===== src/rtl/atmega_io_master.sv =====
// Command-driven initiator for the ATmega-style peripheral register bus.
// Turns write/read/RMW/poll commands into single-cycle rd/wr strobes and returns one response per command.
module atmega_io_master #(
    parameter int unsigned BUS_ADDR_DATA_LEN = 8,
    parameter int unsigned DATA_WIDTH        = 8,
    parameter int unsigned TIMEOUT_WIDTH     = 16
) (
    input  logic                         clk_i,
    input  logic                         rst_n_i,
    input  logic                         cmd_valid_i,
    output logic                         cmd_ready_o,
    input  logic [2:0]                   cmd_op_i,
    input  logic [BUS_ADDR_DATA_LEN-1:0] cmd_addr_i,
    input  logic [DATA_WIDTH-1:0]        cmd_data_i,
    input  logic [DATA_WIDTH-1:0]        cmd_mask_i,
    input  logic [TIMEOUT_WIDTH-1:0]     cmd_timeout_i,
    output logic                         rsp_valid_o,
    input  logic                         rsp_ready_i,
    output logic [DATA_WIDTH-1:0]        rsp_data_o,
    output logic                         rsp_err_o,
    output logic [BUS_ADDR_DATA_LEN-1:0] addr_o,
    output logic                         wr_o,
    output logic                         rd_o,
    output logic [DATA_WIDTH-1:0]        bus_o,
    input  logic [DATA_WIDTH-1:0]        bus_i
);

    localparam logic [2:0] OP_WRITE  = 3'd0;
    localparam logic [2:0] OP_READ   = 3'd1;
    localparam logic [2:0] OP_SET    = 3'd2;
    localparam logic [2:0] OP_CLEAR  = 3'd3;
    localparam logic [2:0] OP_TOGGLE = 3'd4;
    localparam logic [2:0] OP_POLL   = 3'd5;

    typedef enum logic [1:0] {
        S_IDLE = 2'd0,
        S_RD   = 2'd1,
        S_WR   = 2'd2,
        S_RESP = 2'd3
    } state_t;

    state_t                         r_state;
    state_t                         w_state_nxt;

    logic [2:0]                     r_op;
    logic [BUS_ADDR_DATA_LEN-1:0]   r_addr;
    logic [DATA_WIDTH-1:0]          r_data;
    logic [DATA_WIDTH-1:0]          r_mask;
    logic [TIMEOUT_WIDTH-1:0]       r_cnt;

    logic                           w_accept;
    logic                           w_rsp_done;
    logic                           w_is_rmw;
    logic                           w_poll_match;
    logic [DATA_WIDTH-1:0]          w_rmw_data;

    logic                           w_ready_nxt;
    logic                           w_valid_nxt;
    logic [DATA_WIDTH-1:0]          w_rsp_data_nxt;
    logic                           w_rsp_err_nxt;
    logic [BUS_ADDR_DATA_LEN-1:0]   w_addr_nxt;
    logic                           w_wr_nxt;
    logic                           w_rd_nxt;
    logic [DATA_WIDTH-1:0]          w_bus_nxt;

    assign w_accept     = cmd_valid_i & cmd_ready_o;
    assign w_rsp_done   = rsp_valid_o & rsp_ready_i;
    assign w_is_rmw     = (r_op == OP_SET) || (r_op == OP_CLEAR) || (r_op == OP_TOGGLE);
    assign w_poll_match = ((bus_i ^ r_data) & r_mask) == '0;

    // Read-modify-write result, formed from the live read data on the RD->WR edge
    always_comb begin
        w_rmw_data = bus_i;
        case (r_op)
            OP_SET:    w_rmw_data = bus_i | r_data;
            OP_CLEAR:  w_rmw_data = bus_i & ~r_data;
            OP_TOGGLE: w_rmw_data = bus_i ^ r_data;
            default:   w_rmw_data = bus_i;
        endcase
    end

    // State register
    always_ff @(posedge clk_i or negedge rst_n_i) begin
        if (!rst_n_i) begin
            r_state <= S_IDLE;
        end else begin
            r_state <= w_state_nxt;
        end
    end

    // Next-state logic
    always_comb begin
        w_state_nxt = r_state;
        case (r_state)
            S_IDLE: begin
                if (w_accept) begin
                    case (cmd_op_i)
                        OP_WRITE:                                    w_state_nxt = S_WR;
                        OP_READ, OP_SET, OP_CLEAR, OP_TOGGLE, OP_POLL: w_state_nxt = S_RD;
                        default:                                     w_state_nxt = S_RESP;
                    endcase
                end
            end
            S_RD: begin
                if (r_op == OP_POLL) begin
                    if (w_poll_match || (r_cnt == '0)) begin
                        w_state_nxt = S_RESP;
                    end
                end else if (w_is_rmw) begin
                    w_state_nxt = S_WR;
                end else begin
                    w_state_nxt = S_RESP;
                end
            end
            S_WR:    w_state_nxt = S_RESP;
            S_RESP:  if (w_rsp_done) w_state_nxt = S_IDLE;
            default: w_state_nxt = S_IDLE;
        endcase
    end

    // Output logic: next values for the registered outputs.
    // Strobes follow the next state; rsp_valid lags entry into RESP by one cycle.
    always_comb begin
        w_ready_nxt    = (w_state_nxt == S_IDLE);
        w_rd_nxt       = (w_state_nxt == S_RD);
        w_wr_nxt       = (w_state_nxt == S_WR);
        w_valid_nxt    = (r_state == S_RESP) && (w_state_nxt == S_RESP);
        w_addr_nxt     = '0;
        w_bus_nxt      = '0;
        w_rsp_data_nxt = rsp_data_o;
        w_rsp_err_nxt  = rsp_err_o;

        if (w_rd_nxt || w_wr_nxt) begin
            w_addr_nxt = w_accept ? cmd_addr_i : r_addr;
        end
        if (w_wr_nxt) begin
            w_bus_nxt = w_accept ? cmd_data_i : w_rmw_data;
        end

        if ((r_state != S_RESP) && (w_state_nxt == S_RESP)) begin
            case (r_state)
                S_IDLE: begin
                    w_rsp_data_nxt = '0;
                    w_rsp_err_nxt  = 1'b1;
                end
                S_RD: begin
                    w_rsp_data_nxt = bus_i;
                    w_rsp_err_nxt  = (r_op == OP_POLL) && !w_poll_match;
                end
                S_WR: begin
                    w_rsp_data_nxt = bus_o;
                    w_rsp_err_nxt  = 1'b0;
                end
                default: begin
                    w_rsp_data_nxt = rsp_data_o;
                    w_rsp_err_nxt  = rsp_err_o;
                end
            endcase
        end
    end

    // Output registers
    always_ff @(posedge clk_i or negedge rst_n_i) begin
        if (!rst_n_i) begin
            cmd_ready_o <= 1'b0;
            rsp_valid_o <= 1'b0;
            rsp_data_o  <= '0;
            rsp_err_o   <= 1'b0;
            addr_o      <= '0;
            wr_o        <= 1'b0;
            rd_o        <= 1'b0;
            bus_o       <= '0;
        end else begin
            cmd_ready_o <= w_ready_nxt;
            rsp_valid_o <= w_valid_nxt;
            rsp_data_o  <= w_rsp_data_nxt;
            rsp_err_o   <= w_rsp_err_nxt;
            addr_o      <= w_addr_nxt;
            wr_o        <= w_wr_nxt;
            rd_o        <= w_rd_nxt;
            bus_o       <= w_bus_nxt;
        end
    end

    // Command capture and poll retry counter
    always_ff @(posedge clk_i or negedge rst_n_i) begin
        if (!rst_n_i) begin
            r_op   <= '0;
            r_addr <= '0;
            r_data <= '0;
            r_mask <= '0;
            r_cnt  <= '0;
        end else if (w_accept) begin
            r_op   <= cmd_op_i;
            r_addr <= cmd_addr_i;
            r_data <= cmd_data_i;
            r_mask <= cmd_mask_i;
            r_cnt  <= cmd_timeout_i;
        end else if ((r_state == S_RD) && (r_op == OP_POLL) && (w_state_nxt == S_RD)) begin
            r_cnt  <= r_cnt - TIMEOUT_WIDTH'(1);
        end
    end

endmodule


===== config.mk =====
export PLATFORM = sky130hd
export DESIGN_NAME = atmega_io_master
export DESIGN_NICKNAME = d
export VERILOG_FILES = /design/src/rtl/atmega_io_master.sv
export SDC_FILE = /design/constraint.sdc
export NUM_CORES = 1
export LEC_CHECK = 0
export BUFFER_PORTS_ARGS = -buffer_cell sky130_fd_sc_hd__buf_2
export CAP_MARGIN = 10
export CELL_PAD_IN_SITES_DETAIL_PLACEMENT = 1
export CELL_PAD_IN_SITES_GLOBAL_PLACEMENT = 1
export CORE_MARGIN = 5
export CORE_UTILIZATION = 37
export DETAILED_ROUTE_END_ITERATION = 10
export PLACE_DENSITY = 0.8
export SYNTH_ARGS = -nofsm -noshare
export SYNTH_HDL_FRONTEND = slang
export SYNTH_SLANG_ARGS = --single-unit

===== constraint.sdc =====
create_clock -name clk_i -period 6.5 [get_ports clk_i]
set_clock_uncertainty 0.15 [all_clocks]
set_input_delay 0.65 -clock clk_i [delete_from_list [all_inputs] [get_ports clk_i]]
set_output_delay 0.65 -clock clk_i [all_outputs]
set_load 0.01 [all_outputs]

==> flow_summary.yaml <==
run_status:
  status: "finished clean"
sta:
  worst_pin_slew_ns: 0.9560
  setup_tns_ns: 0
  period_needed_ns: 4.423
  maxSlewViolCount: 0
  hold_viol: 0
  relSlewSlack_pct: 36.26
  fmax_ghz: 0.2261
  grt_setup_unrepaired: "false"
  setup_viol: 0
  fin_crit_sh_pct: 68.04
placed_design:
  place_congestion: 0.8706
  dpl_cell_area_um2: 4443
  dp_hpwl_um: 7848
  dp.cells: 621
  portBuffers: 83
clock_network:
  path_clk_slew_ns: 0.09
  cts_resized: 0
  clockRootBuffer: "clkbuf_8"
  hold_buffers: 0
  clk_path_buf_depth: 2
  clock-sinks: 74
  ctsHtreeMaxLevel: 3
  post_cts_buffers: 0
  cts_buffers: 9
  clk_latency_ns: 0.35
  cts_tree: "built"
cells_and_area:
  nets: 577
  final_area_um2: 4634
  final_cells: 636
  final_cell_mix: "nand2_1 (87), buf_2 (82), dfrtp_1 (74), o21ai_0 (30), inv_1 (28)"
  fillers: 1251
  area_delta_synth_final_pct: 17.70
  layout_commonest_cell: "nand2_1"
  layout-drive-gt1-share_pct: 22.00
  diodes: 0
die:
  die_y_um: 113.2
  floorplan.initialDensity_pct: 37.97
  dieArea_um2: 12810
  rows: 37
  io_pins: 84
  core_area_um2: 10370
  die_w_um: 113.2
detailed_routing:
  drt_wl_total_um: 10880
  routed_via_density: 5.280
  wl_per_cell_um: 17.11
  drtIter0Drc: 134
  remaining_drc_errors: 0
  firstDrtPassIters: 4
  num_vias: 3358
  drtAntennaViolNets: 0
grt:
  grt-ovfl-total: 0
  antenna_found_initial: 0
  grt_pass1_wl_um: 17730
  grt_pass1_vias: 3673
  grt_use_total_pct: 17.25
  grt_max_degree: 75
yosys:
  synth_flop_cell: "dfrtp_1"
  ys_types: 47
  synthesis.area_um2: 3938
  synthArstFlopShare_pct: 100.0
  syn_avg_cell_area_um2: 9.353
  yosysWarningCount: 0
  synthCells: 421
  synth_enable_flop_cells: 0
  yosysSeqAreaShare_pct: 47.03
  syn-num-nets: 502
  ys_seq_elements: 74
worst_hold_path:
  hold_path.class: "in2async"
power:
  total_power_mw: 2.101
  power_density_nw_per_um2: 453.4
  power_leakage_nw: 2.271
  ir_drop_uv: 158.6
run:
  cap_violations: 0
worst_setup_path:
  crit_cells: 9
  reg2regPathDepth: 9
  cp.required_ns: 6.57
  start_kind: "flip-flop"
  reg2reg_slack_ns: 2.08
  rr_startpoint: "r_cnt[7]"
  crit_slowest_cell: "or4_1"
  cp_max_fo: 9
  crit_arrival_ns: 4.50
  crit_family: "simple AND/OR/NAND/NOR gates"
  crit_chain: "or4_1 -> nand2b_1 -> o311ai_1 -> o211a_1 -> ha_1 -> or4bb_2 -> nor4_2 -> nor2_1 -> a221o_1"
  path_buf_inv: 0
  r2r-end: "r_cnt[7]"
  critPathMaxStageDelay_ns: 0.70
  end_kind: "flip-flop"
  crit_type: "reg2reg"
flip-flops by register name (all words and copies together), names as in the netlist:
name	count
r_addr	8
r_op	3
r_data	8
r_mask	8
addr_o	8
r_state	2
rsp_err_o	1
rd_o	1
wr_o	1
r_cnt	16
bus_o	8
rsp_valid_o	1
rsp_data_o	8
cmd_ready_o	1
worst register-to-register path: stages, from the launching register on:
cell and delay (ns):
dfrtp_1 0.46, or4_1 0.70, nand2b_1 0.23, o311ai_1 0.51
o211a_1 0.26, ha_1 0.25, or4bb_2 0.66, nor4_2 0.68
nor2_1 0.12, a221o_1 0.29
synth_stat cells, drive strengths merged (2+ instances only):
library cell  number  area, µm²
nand2             87      326.6
dfrtp             74       1852
o21ai             30      150.1
inv               28      105.1
ha                26      325.3
nor2              21      78.83
and2              14      87.58
clkbuf            14      52.55
a22oi             13      97.59
mux2i             10      100.1
a21oi              9      45.04
a22o               8      70.07
a21o               6      45.04
buf                6      33.78
nand3              6      30.03
nor4               6      43.79
o221ai             6      52.55
or3                6      37.54
a31oi              5      31.28
o211ai             5      37.54
or4                5      41.29
xnor2              5      43.79
nand2b             3      18.77
nor3               3      15.01
or2                3      18.77
a211oi             2      15.01
a221oi             2      17.52
o211a              2      20.02
or3b               2      17.52
worst max-delay path by stage:
stage | from | endpoint | slack [ns]
final | r_cnt[7] | r_cnt[7] | 2.08
after global routing | r_cnt[7] | r_cnt[7] | 1.84
after CTS | r_cnt[7] | r_cnt[7] | 2.07
after detailed placement | bus_i[3] | r_cnt[7] | 2.09
after global placement | r_cnt[7] | r_cnt[7] | 2.25
after floorplan | r_cnt[7] | r_cnt[7] | 2.59
layout make-up:
cell class / instances / area (µm²) / area share [%]
inverters: 28 / 105.1 / 2.268
multi-input cells: 298 / 1883 / 40.63
repair buffers: 85 / 432.9 / 9.341
well taps: 136 / 170.2 / 3.672
flip-flops and latches: 74 / 1852 / 39.96
clock inverters: 6 / 67.56 / 1.458
clock buffers: 9 / 123.9 / 2.673
report_power, final:
group	switching, mW	internal (mW)	total, mW
clock	0.185	0.177	0.362
sequential	0.141	0.653	0.795
combinational	0.565	0.379	0.945
kinds of logic after synthesis:
logic type | share of synthesized area [%]
AND/OR/NAND/NOR | 19.80
AO/OA/AOI/OAI | 15.86
flip-flops | 47.03
buffers and inverters | 5.179
adder cells (fa/ha/maj) | 8.262
multiplexers | 2.542
XOR/XNOR | 1.335
metrics by stage:
stage / hold WS, ns / utilization (%) / setup slack [ns]
after global placement: 0.2961 / 42.85 / 2.246
after floorplan: 0.2044 / - / 2.593
after CTS: 0.3267 / 44.69 / 2.071
after global routing: 0.3374 / 44.69 / 1.839
after detailed placement: 0.3048 / 42.85 / 2.088
final: 0.2918 / 44.69 / 2.077
layer usage:
layer  track usage, %  routed length [µm]
met1            20.57                4566
met2            30.92                5555
met3            4.064                 568
met4            4.888                 189
met5                0                   0
Note: power is estimated with default switching activity, not from simulation.
